<file path="config.mk">
export PLATFORM = sky130hd
export DESIGN_NAME = capi_get_bfr_drain
export DESIGN_NICKNAME = d
export VERILOG_FILES = /design/src/rtl/capi_get_bfr_drain_pkg.sv /design/src/rtl/capi_drain_skid.sv /design/src/rtl/capi_get_bfr_drain.sv
export SDC_FILE = /design/constraint.sdc
export NUM_CORES = 1
export LEC_CHECK = 0
export CORE_MARGIN = 1.5
export CORE_UTILIZATION = 44
export CTS_BUF_LIST = sky130_fd_sc_hd__clkbuf_16
export DETAILED_ROUTE_END_ITERATION = 6
export GPL_TIMING_DRIVEN = 0
export PLACE_DENSITY = 0.89
export SLEW_MARGIN = 40
export SYNTH_ARGS = -nofsm -noshare
export SYNTH_HDL_FRONTEND = slang
export SYNTH_SLANG_ARGS = --single-unit
export TNS_END_PERCENT = 20
</file>
<file path="constraint.sdc">
create_clock -name clk -period 7.3 [get_ports clk]
set_input_delay 0.73 -clock clk [delete_from_list [all_inputs] [get_ports clk]]
set_output_delay 0.73 -clock clk [all_outputs]
set_load 0.05 [all_outputs]
</file>
<file path="src/rtl/capi_get_bfr_drain_pkg.sv">
// Shared CAPI get-buffer drain definitions.
// FSM encoding and buffer geometry.
package capi_get_bfr_drain_pkg;

  localparam logic [1:0] s_idle  = 2'd0;
  localparam logic [1:0] s_read  = 2'd1;
  localparam logic [1:0] s_drain = 2'd2;
  localparam logic [1:0] s_stat  = 2'd3;

  localparam int unsigned beats_per_bfr = 4;

endpackage

</file>
<file path="src/rtl/capi_drain_skid.sv">
// Two-entry fall-through skid buffer for the drain data path.
// Empty buffer passes input straight through.
module capi_drain_skid #(
  parameter int dw = 129
) (
  input  logic          clk,
  input  logic          reset,
  input  logic          in_v,
  input  logic [dw-1:0] in_d,
  output logic          out_v,
  input  logic          out_r,
  output logic [dw-1:0] out_d,
  output logic [1:0]    cnt
);

  logic [dw-1:0] mem [2];
  logic          rd;
  logic          wr;
  logic [1:0]    n;
  logic          push;
  logic          pop;
  logic          empty;

  assign empty = (n == 2'd0);
  assign out_v = in_v | ~empty;
  assign out_d = !empty ? mem[rd] :
                 in_v   ? in_d    : '0;
  assign pop   = ~empty & out_r;
  // a beat taken straight through never occupies an entry
  assign push  = in_v & ~(empty & out_r);
  assign cnt   = n;

  always_ff @(posedge clk) begin
    if (push) mem[wr] <= in_d;
  end

  always_ff @(posedge clk or negedge reset) begin
    if (!reset) begin
      rd <= 1'b0;
      wr <= 1'b0;
      n  <= 2'd0;
    end else begin
      if (push) wr <= ~wr;
      if (pop)  rd <= ~rd;
      n <= n + {1'b0, push} - {1'b0, pop};
    end
  end

endmodule

</file>
<file path="src/rtl/capi_get_bfr_drain.sv">
// Drains completed get buffers from data RAM to the outbound
// beat stream, releases tags and reports end-of-transfer status.
module capi_get_bfr_drain
  import capi_get_bfr_drain_pkg::*;
#(
  parameter int tag_width  = 4,
  parameter int beat_width = $clog2(beats_per_bfr),
  parameter int data_width = 128,
  parameter int rc_width   = 8,
  parameter int bcnt_width = 24
) (
  input  logic                            clk,
  input  logic                            reset,
  input  logic                            i_rd_v,
  output logic                            i_rd_r,
  input  logic [tag_width-1:0]            i_rd_id,
  input  logic [rc_width-1:0]             i_rd_rc,
  input  logic [bcnt_width-1:0]           i_rd_cnt,
  input  logic                            i_rd_e,
  output logic                            o_mem_re,
  output logic [tag_width+beat_width-1:0] o_mem_ra,
  input  logic [data_width-1:0]           i_mem_rd,
  output logic                            o_d_v,
  input  logic                            o_d_r,
  output logic [data_width-1:0]           o_d_d,
  output logic                            o_d_last,
  output logic                            o_st_v,
  input  logic                            o_st_r,
  output logic [rc_width-1:0]             o_st_rc,
  output logic [bcnt_width-1:0]           o_st_cnt,
  output logic                            o_free_v,
  output logic [tag_width-1:0]            o_free_id
);

  logic [1:0]            state;
  logic [tag_width-1:0]  id;
  logic [rc_width-1:0]   rc;
  logic [bcnt_width-1:0] cnt;
  logic                  e;
  logic [beat_width-1:0] beat;
  logic                  pend;
  logic                  pend_last;
  logic                  free_v;
  logic [1:0]            held;
  logic                  accept;
  logic                  rc_ok;
  logic                  issue;
  logic                  last_beat;

  assign i_rd_r    = (state == s_idle);
  assign accept    = i_rd_v & i_rd_r;
  assign rc_ok     = (i_rd_rc == '0);
  assign last_beat = &beat;
  // reads in flight plus held beats never exceed the two skid slots
  assign issue     = (state == s_read) &
                     ((held + {1'b0, pend}) < 2'd2);

  assign o_mem_re  = issue;
  assign o_mem_ra  = {id, beat};
  assign o_free_v  = free_v;
  assign o_free_id = id;
  assign o_st_v    = (state == s_stat);
  assign o_st_rc   = o_st_v ? rc  : '0;
  assign o_st_cnt  = o_st_v ? cnt : '0;

  always_ff @(posedge clk or negedge reset) begin
    if (!reset) begin
      state     <= s_idle;
      id        <= '0;
      rc        <= '0;
      cnt       <= '0;
      e         <= 1'b0;
      beat      <= '0;
      pend      <= 1'b0;
      pend_last <= 1'b0;
      free_v    <= 1'b0;
    end else begin
      pend      <= issue;
      pend_last <= issue & last_beat;
      free_v    <= (accept & ~rc_ok) | (issue & last_beat);
      unique case (state)
        s_idle: begin
          if (accept) begin
            id    <= i_rd_id;
            rc    <= i_rd_rc;
            cnt   <= i_rd_cnt;
            e     <= i_rd_e;
            state <= rc_ok ? s_read : s_drain;
          end
        end
        s_read: begin
          if (issue) begin
            beat <= beat + 1'b1;
            if (last_beat) state <= s_drain;
          end
        end
        s_drain: begin
          if (!pend && held == 2'd0)
            state <= e ? s_stat : s_idle;
        end
        s_stat: begin
          if (o_st_r) state <= s_idle;
        end
        default: state <= s_idle;
      endcase
    end
  end

  capi_drain_skid #(
    .dw(data_width + 1)
  ) u_skid (
    .clk  (clk),
    .reset(reset),
    .in_v (pend),
    .in_d ({pend_last, i_mem_rd}),
    .out_v(o_d_v),
    .out_r(o_d_r),
    .out_d({o_d_last, o_d_d}),
    .cnt  (held)
  );

endmodule
</file>
==> Flow_metrics.wiki <==
{| class="wikitable"
! Metric !! Value
|-
| Peak per-stage delay on the critical path || around 870 ps
|-
| Pre-CTS worst setup slack || roughly 3800 ps
|-
| Leading cell types in the layout, fill and taps excluded || sky130_fd_sc_hd__clkdlybuf4s50_1, sky130_fd_sc_hd__edfxtp_1, sky130_fd_sc_hd__nand3_1
|-
| Maximum vdd drop || 0.000311 V
|-
| Complex-gate fraction of the synthesized area || 5.45%
|-
| Share of async-settable or async-resettable flops after synthesis || 15.7%
|-
| Primary flip-flop cell chosen by synthesis mapping || sky130_fd_sc_hd__edfxtp_1
|-
| Xor and xnor area share after synthesis || 0.340%
|-
| Synth Area per Inst || between 10 and 15 µm²
|-
| Length in cells of the worst reg-to-reg path || 8
|-
| Buffer count from post-CTS setup fixing || 0
|-
| Die Span Y || 174 µm
|-
| Multiplexer fraction of the synthesized cell area || 13.3%
|-
| Library cell used as clock root buffer || sky130_fd_sc_hd__clkbuf_16
|-
| Leakage dissipation || 0.00664 µW
|-
| Mapped cell area || 0.0129 mm²
|-
| Placer's final routability congestion estimate || 0.822
|-
| Net count after synthesis || 1051
|-
| CTS buffer count || 35
|-
| Number of enable flip-flop cells after synthesis || 258
|-
| Final setup fails || 0
|-
| Wire length of the first global-routing pass || 53.7 mm
|-
| Gates resized, CTS repair || 0
|-
| Number of H-tree branching levels || 2
|-
| Ordered list of cells on the worst path || nor2_2, buf_4, clkbuf_1, nand3_1, o21ai_1, clkdlybuf4s50_1
|-
| Clock Sinks || 306
|-
| Measured slew at the worst slew-check pin || 620 ps
|-
| Vias in the first global route || about 9700
|-
| Crit Path Class || reg2out
|-
| Count of cell types in the netlist || 36
|-
| Drc violations || 0
|-
| Clock period minus final worst setup slack || roughly 3900 ps
|-
| Startpoint kind of the worst setup timing path || flip-flop
|-
| Number of standard cells after synthesis || 878
|-
| Synth-to-layout area growth || 41.3%
|-
| MaxCap Viol Count || 0
|-
| Number of nets in the final layout || 1448
|-
| Pin count of the biggest net entering global routing || 43
|-
| Outcome || finished clean
|-
| Max-slew violation count || 0
|-
| Biggest fanout along the worst timing path || 10
|-
| Final core occ || 63.3%
|-
| Req. time, crit path || ~6600 ps
|-
| Clock latency on the worst-skew pair || approximately 500 ps
|-
| Leading cell type in the layout, fill and taps excluded || sky130_fd_sc_hd__clkdlybuf4s50_1
|-
| Data arrival time at the worst-slack endpoint || 3210 ps
|-
| Critical path capture point type || output port
|-
| Upper clock frequency limit || 254 MHz
|-
| CTS clock-pin slew for the worst setup and hold paths || 60 ps
|-
| Clock tree from TritonCTS || built
|-
| Detailed-route via count || 9096
|-
| Share of final-layout standard cells stronger than drive strength 1 || 9.77%
|-
| Max stage delay cell, worst path || sky130_fd_sc_hd__clkdlybuf4s50_1
|-
| Final instance area || about 0.018 mm²
|-
| Number of buffers added to fix hold violations after cts || 0
|-
| Hold crit path type || in2async
|-
| Clock skew after layout || 10.5 ps
|-
| Largest family of logic cells by synthesized area || multiplexers
|-
| TritonRoute pass-1 iters || 5
|-
| Sum Neg Setup Slack || 0 ps
|-
| Max-slew headroom at the worst pin || 58.6%
|-
| Clock buffer depth || 3
|-
| Mean number of vias per cell || between 5 and 6
|-
| Count of input and output buffers || 345
|-
| Number of standard-cell rows in the floorplan || 62
|-
| Setup repair after global routing missed its margin || no
|-
| Worst Slack Setup Final || 3360 ps
|-
| Adder and majority gate portion of the synthesized area || less than 1%
|-
| Final ANT Viol Nets || 0
|-
| Number of hold violations in the final report || 0
|-
| Fraction of the cycle the final worst path needs || 53.9%
|-
| Buffers & Inverters on Critical Path || 3
|-
| Number of synthesized register bits || 306
|-
| Synth Area in Simple Gates || 7.73%
|-
| Initial antenna violation count || 2
|-
| Ports || 346
|-
| Number of cells on the critical path || 6
|-
| Sequential element share of the synthesized area || 69.4%
|-
| Congestion Overflow GR || 0
|-
| Area enclosed by the die boundary || 0.0303 mm²
|-
| Per-cell routed wire length || 20.7 µm
|-
| Initial core utilization || 44.8%
|-
| Violation count after the first detailed-route iteration || 614
|-
| Overall routing resource usage || 22.7%
|-
| Post-Place Cell Area || 0.0171 mm²
|-
| Core outline area || roughly 0.029 mm²
|-
| Pwr Density || 441 mW/mm²
|-
| Estimated wirelength of the detail-placed design || ~25 mm
|-
| Final WL || 34.8 mm
|-
| Cell class contributing the biggest share of worst-path delay || buffers and inverters
|-
| Die Span X || 174 µm
|-
| Synth warnings || 0
|}
-- stage by stage --
stage | power (µW) | cells | hold slack [ps]
3_5_place_dp | 6410 | 1622 | 475
5_1_grt | 8350 | 1685 | 37.1
2_1_floorplan | 4990 | 878 | 434
4_1_cts | 8100 | 1684 | 33.2
6_report | 8040 | 1685 | 49.9
3_3_place_gp | 6340 | 1607 | 457
-- worst register-to-register path: stages (launching register included) --
cell and delay, ps:
sky130_fd_sc_hd__dfrtp_1 440, sky130_fd_sc_hd__nor2_2 150, sky130_fd_sc_hd__buf_4 220, sky130_fd_sc_hd__a21boi_2 260, sky130_fd_sc_hd__nor2b_4 490, sky130_fd_sc_hd__buf_16 220, sky130_fd_sc_hd__buf_16 170, sky130_fd_sc_hd__buf_8 180
sky130_fd_sc_hd__buf_6 180
-- cell usage after synthesis, drive strengths merged (4+ instances only) --
library cell	count	area share (%)
and3	32	1.6
clkbuf	31	0.90
mux2i	129	10
nand3	131	5.1
mux2	38	3.3
dfrtp	48	9.3
inv	4	0.12
buf	43	2.5
o21ai	129	5.0
edfxtp	258	60
-- state kept, by name, summed over array words and instances (netlist names) --
name and count:
beat 2, u_skid.wr 1, u_skid.rd 1, rc 8, u_skid.cnt 2, state 2, o_free_id 4, o_free_v 1
pend 1, pend_last 1, e 1, cnt 24, u_skid.mem 258
-- layer usage --
metal  share of wire (%)  global-route usage [%]  vias up
li1                    -                       -     4156
met1                  38                    26.9     4474
met2                  50                    39.3      393
met3                 8.4                    6.34       73
met4                 3.4                    8.51        0
met5                   0                       0        -
-- path summary, 6_finish.rpt --
kind | startpoint | slack (ps) | endpoint
setup / recovery | u_skid.cnt[0]$_DFF_PN0_ | 3360 | o_d_d[126]
hold / removal | reset | 50 | cnt[5]$_DFFE_PN0P_
setup reg to reg | u_skid.cnt[0]$_DFF_PN0_ | 4700 | u_skid.mem[0][69]$_DFFE_PP_
hold reg to reg | pend_last$_DFF_PN0_ | 490 | u_skid.mem[0][128]$_DFFE_PP_
max in group asynchronous | reset | 6810 | cnt[19]$_DFFE_PN0P_
min in group clk | pend_last$_DFF_PN0_ | 490 | u_skid.mem[0][128]$_DFFE_PP_
-- where the power goes --
| part | total (µW) | switching [µW] | internal (µW) |
|---|---|---|---|
| sequential | 2230 | 104 | 2120 |
| combinational | 4140 | 2740 | 1400 |
| clock | 1670 | 655 | 1010 |
| total | 8040 | 3500 | 4540 |
-- cell type report --
type | instances | area (µm²)
inverters | 4 | 15.0
clock buffers | 37 | 926
clock inverters | 25 | 179
well taps | 384 | 480
diodes | 1 | 2.50
fillers | 2071 | 10600
flip-flops and latches | 306 | 8950
repair buffers | 360 | 3730
plain buffers | 74 | 434
multi-input cells | 494 | 3510
-- cells by family (layout without fill, tap and decap cells) --
logic type,after synthesis,in the layout
DFF,306,306
buffers and inverters,78,500
xor gates and xnor gates,5,5
other,0,1
adders and majority gates,3,3
and+or+nand+nor,184,184
muxes,167,167
AOI/OAI and AO/OA,135,135
Power figures use the tool's default switching activity.
